$ cat src/rtl/fp_mul_sched_if.sv
// rtl/fp_mul_sched_if.sv - request/response bundle between FP issue logic and the shared multiplier scheduler
interface fp_mul_sched_if #(
  parameter int NREQ = 2,
  parameter int IDW  = 1
);
  logic [NREQ-1:0]    req_valid;
  logic [NREQ-1:0]    req_ready;
  logic [32*NREQ-1:0] req_a;
  logic [32*NREQ-1:0] req_b;
  logic               flush;
  logic               resp_valid;
  logic               resp_ready;
  logic [IDW-1:0]     resp_id;
  logic [31:0]        resp_p;
  logic               resp_nv;
  logic               busy;

  modport master (
    output req_valid, req_a, req_b, flush, resp_ready,
    input  req_ready, resp_valid, resp_id, resp_p, resp_nv, busy
  );

  modport slave (
    input  req_valid, req_a, req_b, flush, resp_ready,
    output req_ready, resp_valid, resp_id, resp_p, resp_nv, busy
  );
endinterface

$ cat src/rtl/fp_mul_sched.sv
// rtl/fp_mul_sched.sv - round-robin scheduler sharing one combinational single-precision multiplier
// Combinational IEEE-754 single multiply, round-to-nearest-even.
// Subnormal inputs and underflowing results flush to signed zero.
// A NaN operand is returned unchanged (a before b); inf x exact zero
// yields the fixed default NaN 0x7F80002A.
module fp_mul (
  input  logic [31:0] a,
  input  logic [31:0] b,
  output logic [31:0] p
);
  logic              sign;
  logic [7:0]        ea, eb;
  logic [22:0]       fa, fb;
  logic [47:0]       prod;
  logic [22:0]       mant;
  logic              guard, sticky, round_up;
  logic [23:0]       mant_r;
  logic signed [9:0] exp_s, exp_r;
  logic              nan_a, nan_b, inf_a, inf_b, zero_a, zero_b;

  // Unpack, multiply significands, normalise, round and pick special cases
  always_comb begin
    sign     = a[31] ^ b[31];
    ea       = a[30:23];
    eb       = b[30:23];
    fa       = a[22:0];
    fb       = b[22:0];
    nan_a    = (ea == 8'hFF) && (fa != 23'd0);
    nan_b    = (eb == 8'hFF) && (fb != 23'd0);
    inf_a    = (ea == 8'hFF) && (fa == 23'd0);
    inf_b    = (eb == 8'hFF) && (fb == 23'd0);
    zero_a   = (ea == 8'h00) && (fa == 23'd0);
    zero_b   = (eb == 8'h00) && (fb == 23'd0);
    prod     = {24'd0, 1'b1, fa} * {24'd0, 1'b1, fb};
    mant     = '0;
    guard    = 1'b0;
    sticky   = 1'b0;
    if (prod[47]) begin
      mant   = prod[46:24];
      guard  = prod[23];
      sticky = |prod[22:0];
      exp_s  = $signed({2'b00, ea}) + $signed({2'b00, eb}) - 10'sd126;
    end else begin
      mant   = prod[45:23];
      guard  = prod[22];
      sticky = |prod[21:0];
      exp_s  = $signed({2'b00, ea}) + $signed({2'b00, eb}) - 10'sd127;
    end
    round_up = guard & (sticky | mant[0]);
    mant_r   = {1'b0, mant} + {23'd0, round_up};
    // A rounding carry leaves the fraction all-zero and bumps the exponent
    exp_r    = exp_s + $signed({9'd0, mant_r[23]});
    p        = {sign, exp_r[7:0], mant_r[22:0]};

    if (nan_a) begin
      p = a;
    end else if (nan_b) begin
      p = b;
    end else if ((inf_a && zero_b) || (zero_a && inf_b)) begin
      p = 32'h7F80002A;
    end else if (inf_a || inf_b) begin
      p = {sign, 8'hFF, 23'd0};
    end else if ((ea == 8'h00) || (eb == 8'h00)) begin
      p = {sign, 31'd0};
    end else if (exp_r >= 10'sd255) begin
      p = {sign, 8'hFF, 23'd0};
    end else if (exp_r <= 10'sd0) begin
      p = {sign, 31'd0};
    end
  end
endmodule

module fp_mul_sched #(
  parameter int NREQ = 2,
  parameter int IDW  = 1
) (
  input  logic           clk,
  input  logic           rst_n,
  fp_mul_sched_if.slave  bus
);
  typedef enum logic [1:0] {
    S_IDLE = 2'd0,
    S_EXEC = 2'd1,
    S_RESP = 2'd2
  } state_t;

  state_t          state, state_nxt;
  logic [IDW-1:0]  ptr;
  logic [IDW-1:0]  grant;
  logic [IDW-1:0]  cand;
  logic [IDW-1:0]  id_q;
  logic            any_valid;
  logic            hs;
  logic [NREQ-1:0] ready;
  logic [31:0]     op_a, op_b;
  logic [31:0]     mul_p;
  logic [31:0]     resp_p_q;
  logic            resp_nv_q;
  logic            resp_valid_q;
  logic            nv;

  function automatic logic is_snan(input logic [31:0] x);
    return (x[30:23] == 8'hFF) && (x[22:0] != 23'd0) && !x[22];
  endfunction

  function automatic logic is_inf(input logic [31:0] x);
    return (x[30:23] == 8'hFF) && (x[22:0] == 23'd0);
  endfunction

  function automatic logic is_zero(input logic [31:0] x);
    return (x[30:0] == 31'd0);
  endfunction

  // Round-robin search starting just after the last granted requester
  always_comb begin
    grant     = '0;
    cand      = '0;
    any_valid = 1'b0;
    for (int k = 1; k <= NREQ; k++) begin
      cand = IDW'((int'(ptr) + k) % NREQ);
      if (!any_valid && bus.req_valid[cand]) begin
        any_valid = 1'b1;
        grant     = cand;
      end
    end
  end

  // Accept only in IDLE, never while flush is asserted, one-hot on the grant
  always_comb begin
    ready = '0;
    hs    = (state == S_IDLE) && any_valid && !bus.flush;
    if (hs) begin
      ready[grant] = 1'b1;
    end
  end

  fp_mul u_fp_mul (
    .a (op_a),
    .b (op_b),
    .p (mul_p)
  );

  assign nv = is_snan(op_a) || is_snan(op_b) ||
              (is_inf(op_a) && is_zero(op_b)) ||
              (is_zero(op_a) && is_inf(op_b));

  // FSM state register
  always_ff @(posedge clk or negedge rst_n) begin
    if (!rst_n) begin
      state <= S_IDLE;
    end else begin
      state <= state_nxt;
    end
  end

  // FSM next-state: flush aborts EXEC/RESP and wins over resp_ready
  always_comb begin
    state_nxt = state;
    case (state)
      S_IDLE: begin
        if (hs) begin
          state_nxt = S_EXEC;
        end
      end
      S_EXEC: begin
        state_nxt = bus.flush ? S_IDLE : S_RESP;
      end
      S_RESP: begin
        if (bus.flush || bus.resp_ready) begin
          state_nxt = S_IDLE;
        end
      end
      default: begin
        state_nxt = S_IDLE;
      end
    endcase
  end

  // Operand capture on handshake; pointer moves only when a request is taken
  always_ff @(posedge clk or negedge rst_n) begin
    if (!rst_n) begin
      ptr  <= IDW'(NREQ - 1);
      op_a <= '0;
      op_b <= '0;
      id_q <= '0;
    end else if (hs) begin
      ptr  <= grant;
      op_a <= bus.req_a[int'(grant)*32 +: 32];
      op_b <= bus.req_b[int'(grant)*32 +: 32];
      id_q <= grant;
    end
  end

  // Result register: load from the multiplier in EXEC, release on consume or flush
  always_ff @(posedge clk or negedge rst_n) begin
    if (!rst_n) begin
      resp_p_q     <= '0;
      resp_nv_q    <= 1'b0;
      resp_valid_q <= 1'b0;
    end else if (state == S_EXEC && !bus.flush) begin
      resp_p_q     <= mul_p;
      resp_nv_q    <= nv;
      resp_valid_q <= 1'b1;
    end else if (state == S_RESP && (bus.flush || bus.resp_ready)) begin
      resp_valid_q <= 1'b0;
    end
  end

  assign bus.req_ready  = ready;
  assign bus.resp_valid = resp_valid_q;
  assign bus.resp_id    = id_q;
  assign bus.resp_p     = resp_p_q;
  assign bus.resp_nv    = resp_nv_q;
  assign bus.busy       = (state != S_IDLE);
endmodule

$ cat src/flat_wrapper.sv
// flat-port wrapper written by rule: the top's interface ports become plain ports
module fp_mul_sched_flat 
#(
  parameter int NREQ = 2,
  parameter int IDW  = 1
)
  (clk, rst_n, bus_req_valid, bus_req_a, bus_req_b, bus_flush, bus_resp_ready, bus_req_ready, bus_resp_valid, bus_resp_id, bus_resp_p, bus_resp_nv, bus_busy);
  fp_mul_sched_if #(.NREQ(NREQ), .IDW(IDW)) bus_i ();
  input  logic clk;
  input  logic rst_n;
  input wire logic [$bits(bus_i.req_valid)-1:0] bus_req_valid;
  input wire logic [$bits(bus_i.req_a)-1:0] bus_req_a;
  input wire logic [$bits(bus_i.req_b)-1:0] bus_req_b;
  input wire logic [$bits(bus_i.flush)-1:0] bus_flush;
  input wire logic [$bits(bus_i.resp_ready)-1:0] bus_resp_ready;
  output wire logic [$bits(bus_i.req_ready)-1:0] bus_req_ready;
  output wire logic [$bits(bus_i.resp_valid)-1:0] bus_resp_valid;
  output wire logic [$bits(bus_i.resp_id)-1:0] bus_resp_id;
  output wire logic [$bits(bus_i.resp_p)-1:0] bus_resp_p;
  output wire logic [$bits(bus_i.resp_nv)-1:0] bus_resp_nv;
  output wire logic [$bits(bus_i.busy)-1:0] bus_busy;
  assign bus_i.req_valid = bus_req_valid;
  assign bus_i.req_a = bus_req_a;
  assign bus_i.req_b = bus_req_b;
  assign bus_i.flush = bus_flush;
  assign bus_i.resp_ready = bus_resp_ready;
  assign bus_req_ready = bus_i.req_ready;
  assign bus_resp_valid = bus_i.resp_valid;
  assign bus_resp_id = bus_i.resp_id;
  assign bus_resp_p = bus_i.resp_p;
  assign bus_resp_nv = bus_i.resp_nv;
  assign bus_busy = bus_i.busy;
  fp_mul_sched #(.NREQ(NREQ), .IDW(IDW)) u_core (.clk(clk), .rst_n(rst_n), .bus(bus_i));
endmodule
$ cat config.mk
export PLATFORM = sky130hd
export DESIGN_NAME = fp_mul_sched_flat
export DESIGN_NICKNAME = d
export VERILOG_FILES = /design/src/rtl/fp_mul_sched_if.sv /design/src/rtl/fp_mul_sched.sv /design/src/flat_wrapper.sv
export SDC_FILE = /design/constraint.sdc
export NUM_CORES = 2
export LEC_CHECK = 0
export CAP_MARGIN = 20
export CORE_UTILIZATION = 35
export CTS_CLUSTER_SIZE = 20
export DETAILED_ROUTE_END_ITERATION = 6
export SYNTH_ARGS = -nofsm -noshare
export SYNTH_HDL_FRONTEND = slang
export SYNTH_SLANG_ARGS = --single-unit
$ cat constraint.sdc
create_clock -name clk -period 11.5 [get_ports clk]
set_input_delay 1.725 -clock clk [delete_from_list [all_inputs] [get_ports clk]]
set_output_delay 1.725 -clock clk [all_outputs]
set_load 0.005 [all_outputs]
Word level (Yosys, flattened, before mapping)
Index checks and enable logic that the tools add are counted.
{ "op_classes": {"n_addsub": 7, "mul": 1, "magnitude_cmp": 6, "n_eq_ne": 6, "shift": 2, "mux": 28, "n_bitwise": 3, "n_reduce_logical": 43} }
{ "op_table": {"columns": ["operator", "count"], "rows": [
  ["64-bit by 7-bit indexed part select with 32-bit output", 2],
  ["31-bit two-way mux", 4],
  ["32-bit two-way mux", 3],
  ["31-bit zero test", 2],
  ["24-bit by 24-bit multiplier with 48-bit output", 1],
  ["23-bit zero test", 2],
  ["23-bit nonzero test", 2],
  ["23-bit by 1-bit adder with 24-bit output", 1],
  ["23-bit two-way mux", 1],
  ["23-bit OR reduction", 1],
  ["22-bit OR reduction", 1],
  ["1-bit logical AND", 18],
  ["8-bit == test, second input constant", 2],
  ["8-bit zero test", 2],
  ["1-bit two-way mux", 13],
  ["10-bit by 2-bit adder with 10-bit output", 1],
  ["10-bit by 9-bit >= comparator with 1-bit output, second input constant", 1],
  ["10-bit by 1-bit <= comparator with 1-bit output, second input constant", 1],
  ["10-bit two-way mux", 1],
  ["10-bit by 8-bit subtractor with 10-bit output, second input constant", 1],
  ["9-bit by 7-bit subtractor with 10-bit output, second input constant", 1],
  ["8-bit by 8-bit adder with 9-bit output", 1],
  ["2-bit two-way mux", 4],
  ["1-bit logical OR", 7],
  ["other kinds (15)", 23]
]} }
{ "word_totals": {"register_bits": 102, "inputBits": 134, "out_inout_bits": 38} }

Logic depth before layout (Yosys ltp)
{ "depth": {"ltp_word": 15, "depth_mapped": 44} }

Modules after synthesis
From an unflattened synthesis, not the netlist that was laid out.
{ "unflattened": {"cells_unflattened": 2985, "hier_area_um2": 26250.2} }
{ "by_module_without_submodules": {"columns": ["mod", "instances", "cells_each", "area_per_inst_um2", "seq_area_each_um2"], "rows": [
  ["fp_mul", 1, 2643, 21968.6, 0.0],
  ["fp_mul_sched", 1, 342, 4281.6, 2553.7]
]} }

Worst setup path before layout
Ideal clock, no wire load.
{ "synth_timing": {"path_type": "flip-flop to flip-flop", "start": "reg u_core.op_a[13]", "end": "reg u_core.resp_p_q[1] (netlist: u_core.bus.resp_p[1])", "arrival_time_ps": 10578, "required_ps": 11357, "setup_slack_ps": 778, "stages_incl_launch_ff": 42, "synth_period_minus_slack_ps": 10722, "path_cell_list": "dfrtp_1 > clkbuf_1 > clkbuf_1 > nand2_1 > fa_1 > inv_1 > fa_1 > inv_1 > fa_1 > inv_1 > fa_1 > inv_1 > fa_1 > inv_1 > fa_1 > inv_1 > fa_1 > inv_1 > [6 not listed] > nor2_1 > xnor2_2 > and4b_1 > nand4_1 > or4_1 > or4_1 > nor3_1 > ha_1 > ha_1 > nand2_1 > or4_1 > o2111ai_1 > a2111oi_1 > or4_1 > a221oi_2 > nor4b_4 > a221oi_1 > a311oi_1"} }
{ "synth_between": {"elab_chain_cells": 15, "word_cells_on_any_way": 29, "classes_between": "2 x add/sub; 1 x mul; 2 x order compare; 11 x mux; 2 x bitwise; 11 x reduce/logical"} }
{ "synth_lines": {"columns": ["item", "line_no", "source"], "rows": [
  ["from (decl)", "fp_mul_sched.sv:95", "logic [31:0] op_a, op_b;"],
  ["from (signal assigned)", "fp_mul_sched.sv:188", "op_a <= bus.req_a[int'(grant)*32 +: 32];"],
  ["24-bit by 24-bit multiplier with 48-bit output", "fp_mul_sched.sv:34", "prod = {24'd0, 1'b1, fa} * {24'd0, 1'b1, fb};"],
  ["23-bit OR reduction or 22-bit OR reduction (tied branches)", "fp_mul_sched.sv:41, fp_mul_sched.sv:46", null],
  ["1-bit two-way mux", "fp_mul_sched.sv:38", "if (prod[47]) begin"],
  ["1-bit bitwise OR", "fp_mul_sched.sv:49", "round_up = guard & (sticky | mant[0]);"],
  ["1-bit bitwise AND", "fp_mul_sched.sv:49", null],
  ["23-bit by 1-bit adder with 24-bit output", "fp_mul_sched.sv:50", "mant_r = {1'b0, mant} + {23'd0, round_up};"],
  ["10-bit by 2-bit adder with 10-bit output", "fp_mul_sched.sv:52", "exp_r = exp_s + $signed({9'd0, mant_r[23]});"],
  ["10-bit by 1-bit <= comparator with 1-bit output", "fp_mul_sched.sv:67", "end else if (exp_r <= 10'sd0) begin"],
  ["31-bit two-way mux", "fp_mul_sched.sv:67", null],
  ["31-bit two-way mux", "fp_mul_sched.sv:65", "end else if (exp_r >= 10'sd255) begin"],
  ["31-bit two-way mux", "fp_mul_sched.sv:63", "end else if ((ea == 8'h00) || (eb == 8'h00)) begin"],
  ["31-bit two-way mux", "fp_mul_sched.sv:61", "end else if (inf_a || inf_b) begin"],
  ["32-bit two-way mux", "fp_mul_sched.sv:59", "end else if ((inf_a && zero_b) || (zero_a && inf_b)) begin"],
  ["32-bit two-way mux", "fp_mul_sched.sv:57", "end else if (nan_b) begin"],
  ["32-bit two-way mux *", "fp_mul_sched.sv:55", "if (nan_a) begin"],
  ["to (signal assigned)", "fp_mul_sched.sv:201", "resp_p_q <= mul_p;"],
  ["to (decl)", "fp_mul_sched.sv:97", "logic [31:0] resp_p_q;"]
]} }
Mark *: on every way between the ends. The rest lies on a longest branch, timed or not.
A chain may end at the register's enable or synchronous reset.

Final worst setup path
{ "layout_timing": {"start": "reg u_core.op_a[9]", "end": "reg u_core.resp_p_q[12] (netlist: u_core.bus.resp_p[12])"} }
The elaborated chain is that of the path after synthesis.

==> reports/summary.txt <==
Status = finished clean
Gpl congestion = 0.927
Initial antenna violation count = 0
Vias in the first global route = 22108
Die area = 75000 sq um
FMAX = 90.5 MHz
Yosys top cell area share = 37.4%
Fraction of the yosys area taken by sequential cells = 9.87%
Final instance area = 29800 sq um
Area growth syn-to-layout = 15.0%
Footprint of the multi-input gates = 20200 sq um
Critical hold path startpoint = u_core.bus.resp_id
DRT iter0 DRCs = 1775
Hold violation count in the final report = 0
Nets = 3941
Main synth FF type = dfrtp_1
Initial DRT Pass Iterations = 7
Routed wire length = 85400 um
Post-DR wirelength/cell = 20.8 um
Post-synth EDFFs = 0
Setup TNS = 0 ns
Critical Path RT = 11.77 ns
DR vias = 21792
Largest area contributor in the netlist = fa_1
DRC = 0
CTS Root Cell = clkbuf_16
Initial Util = 35.4%
Die Wd = 274 um
#FFs+latches synth = 102
TritonCTS clock tree = built
Startpoint Class = flop
H-tree depth = 3
CP max stage cell = dfrtp_2
Layout cells sized above 1 = 8.21%
DP Area = 29400 sq um
Avg Inst Size Synth = 8.74 sq um
Relative slew slack = 39.9%
Slew at the pin closest to its max-slew limit = 0.901 ns
Max cap viols = 0
Reg2Reg Depth = 37
Launch point of the worst reg-to-reg path = u_core.op_a[9]
Vias/cell = 5.31
Core Util, Final = 40.7%
Largest net degree at the start of global routing = 68
WHS Endpoint = u_core.bus.resp_id
HP Class = flop to flop
Top post-synthesis cells by area = fa_1 (37%), dfrtp_1 (9.8%), inv_1 (9.6%)
Cells after Synth = 2961
Maximum fanout along the worst path = 12
Slew Viols, Final = 0
Synthesized area = 25900 sq um
Internal reg-to-reg setup slack = 0.45 ns
Total global-route track usage = 23.2%
Worst path max stage delay = 0.60 ns
Fin crit period = 11.05 ns
CTS Hold Bufs = 0
Clk sinks = 102
Critical path endpoint category = flop
Cts bufs inserted = 9
Clock Tree Buf Depth = 2
Yosys warnings = 0
Fillers = 7392
Final antenna-violating net count = 0
Final setup viols = 0
First-pass GRT wire length = 132000 um
Worst r2r dst = u_core.bus.resp_p[12]
Syn Nets = 3764
Core Region = 73100 sq um
Hold depth = 1
Most used cell, CP = fa_1
Hpwl dp = 71200 um
CP arrival = 11.32 ns
Post-synth ARST share = 100%
Critical path class = flop to flop
I/O pin count = 172
Period utilisation layout = 96.1%
Aggregate global routing overflow = 0
Sequential Area = 2590 sq um
Synth cell types = 94
Placement row count = 99
Reg clk slew, reported paths = 0.08 ns
Die H = 274 um
IO buf count = 171
Clock Latency Late Sink = 0.40 ns
Final Skew = 0.0210 ns
RSZ-0062 raised after global routing = no
## layer usage
| layer | vias to the layer above | part of all wire [%] | wire length [um] | global-route usage (%) |
|---|---|---|---|---|
| li1 | 9696 | - | - | - |
| met4 | 0 | 2.4 | 2030 | 5.79 |
| met2 | 826 | 48 | 40900 | 38.8 |
| met1 | 11161 | 43 | 36600 | 31.5 |
| met3 | 109 | 7.0 | 5960 | 3.33 |
| met5 | - | 0 | 0 | 0 |
## critical path: cells and delay by family, from the launching register on
family          cells  cell delay (ns)
simple gates        8             1.96
buf+inv             6             0.90
compound gates     12             3.12
flops               1             0.60
fa+ha+maj          10             4.16
xor+xnor            1             0.19
## cell usage after synthesis, drive strengths merged, types with 11 or more instances
cell / count
inv: 664
fa: 483
nand2: 327
and2: 250
ha: 186
clkbuf: 147
nor2: 115
dfrtp: 101
a21oi: 97
a222oi: 64
o21ai: 60
xnor2: 55
nand3: 36
nor4: 27
a21o: 25
nor3: 24
buf: 21
a221oi: 20
nand4: 20
xor2: 20
a211oi: 17
mux2i: 13
and3: 11
o211ai: 11
o21a: 11
## timing repair
item | 4_1_cts | 5_1_grt
endpoints found under the setup margin | 0 | 29
setup buffers | 0 | 2
resized for setup | 0 | 40
## final cells by class
cell class              instances  share of cell area [%]
diodes                          1                 0.00841
multi-input cells            2024                    67.9
well taps                     959                    4.03
repair buffers                334                    9.94
inverters                     667                    8.43
flip-flops and latches        102                    8.71
clock inverters                 7                   0.244
clock buffers                   9                   0.756
## kinds of logic after synthesis
logic type      count (synthesis)  share of synthesized area (%)
compound gates                407                           11.6
xor+xnor                       76                           2.72
fa+ha+maj                     669                           46.4
buf+inv                       835                           12.3
flops                         102                           9.87
mux                            15                          0.590
simple gates                  857                           16.5
## state kept, by name (all words and copies together), names as in the netlist
name	flops
u_core.bus.resp_valid	1
u_core.state	2
u_core.bus.resp_nv	1
u_core.bus.resp_p	32
u_core.op_b	32
u_core.bus.resp_id	1
u_core.op_a	32
u_core.ptr	1
## metrics by stage
stage                     worst slack [ns]  hold slack (ns)  std cells
final                                0.445            0.488       4103
after global routing               0.00532            0.528       4102
after CTS                            0.161            0.495       4099
after detailed placement             0.213            0.472       4083
after global placement               0.257            0.473       4083
after floorplan                      0.779            0.474       2961
## cell usage in the layout, fill, tap and decap left out, drive strengths merged, types with 11 or more instances in the layout
master and instances:
inv 667, fa 483, nand2 327, and2 250
ha 186, clkdlybuf4s50 170, buf 164, nor2 115
dfrtp 101, a21oi 97, a222oi 64, o21ai 60
xnor2 55, nand3 36, nor4 27, a21o 25
nor3 24, nand4 20, xor2 20, a221oi 20
a211oi 17, mux2i 13, o21a 11, o211ai 11
and3 11
## how the worst max path moves through the flow
stage | startpoint | slack, ns | end
floorplan | u_core.op_a[13] | 0.78 | u_core.bus.resp_p[1]
global placement | u_core.op_b[0] | 0.26 | u_core.bus.resp_p[12]
detailed placement | u_core.op_b[0] | 0.21 | u_core.bus.resp_p[12]
CTS | u_core.op_b[0] | 0.16 | u_core.bus.resp_p[12]
global route | u_core.op_b[2] | 0.005 | u_core.bus.resp_p[12]
finish | u_core.op_a[9] | 0.45 | u_core.bus.resp_p[12]
Power is not shown: default switching activity piles up to over one toggle a cycle in this logic, so the estimate is an artifact.
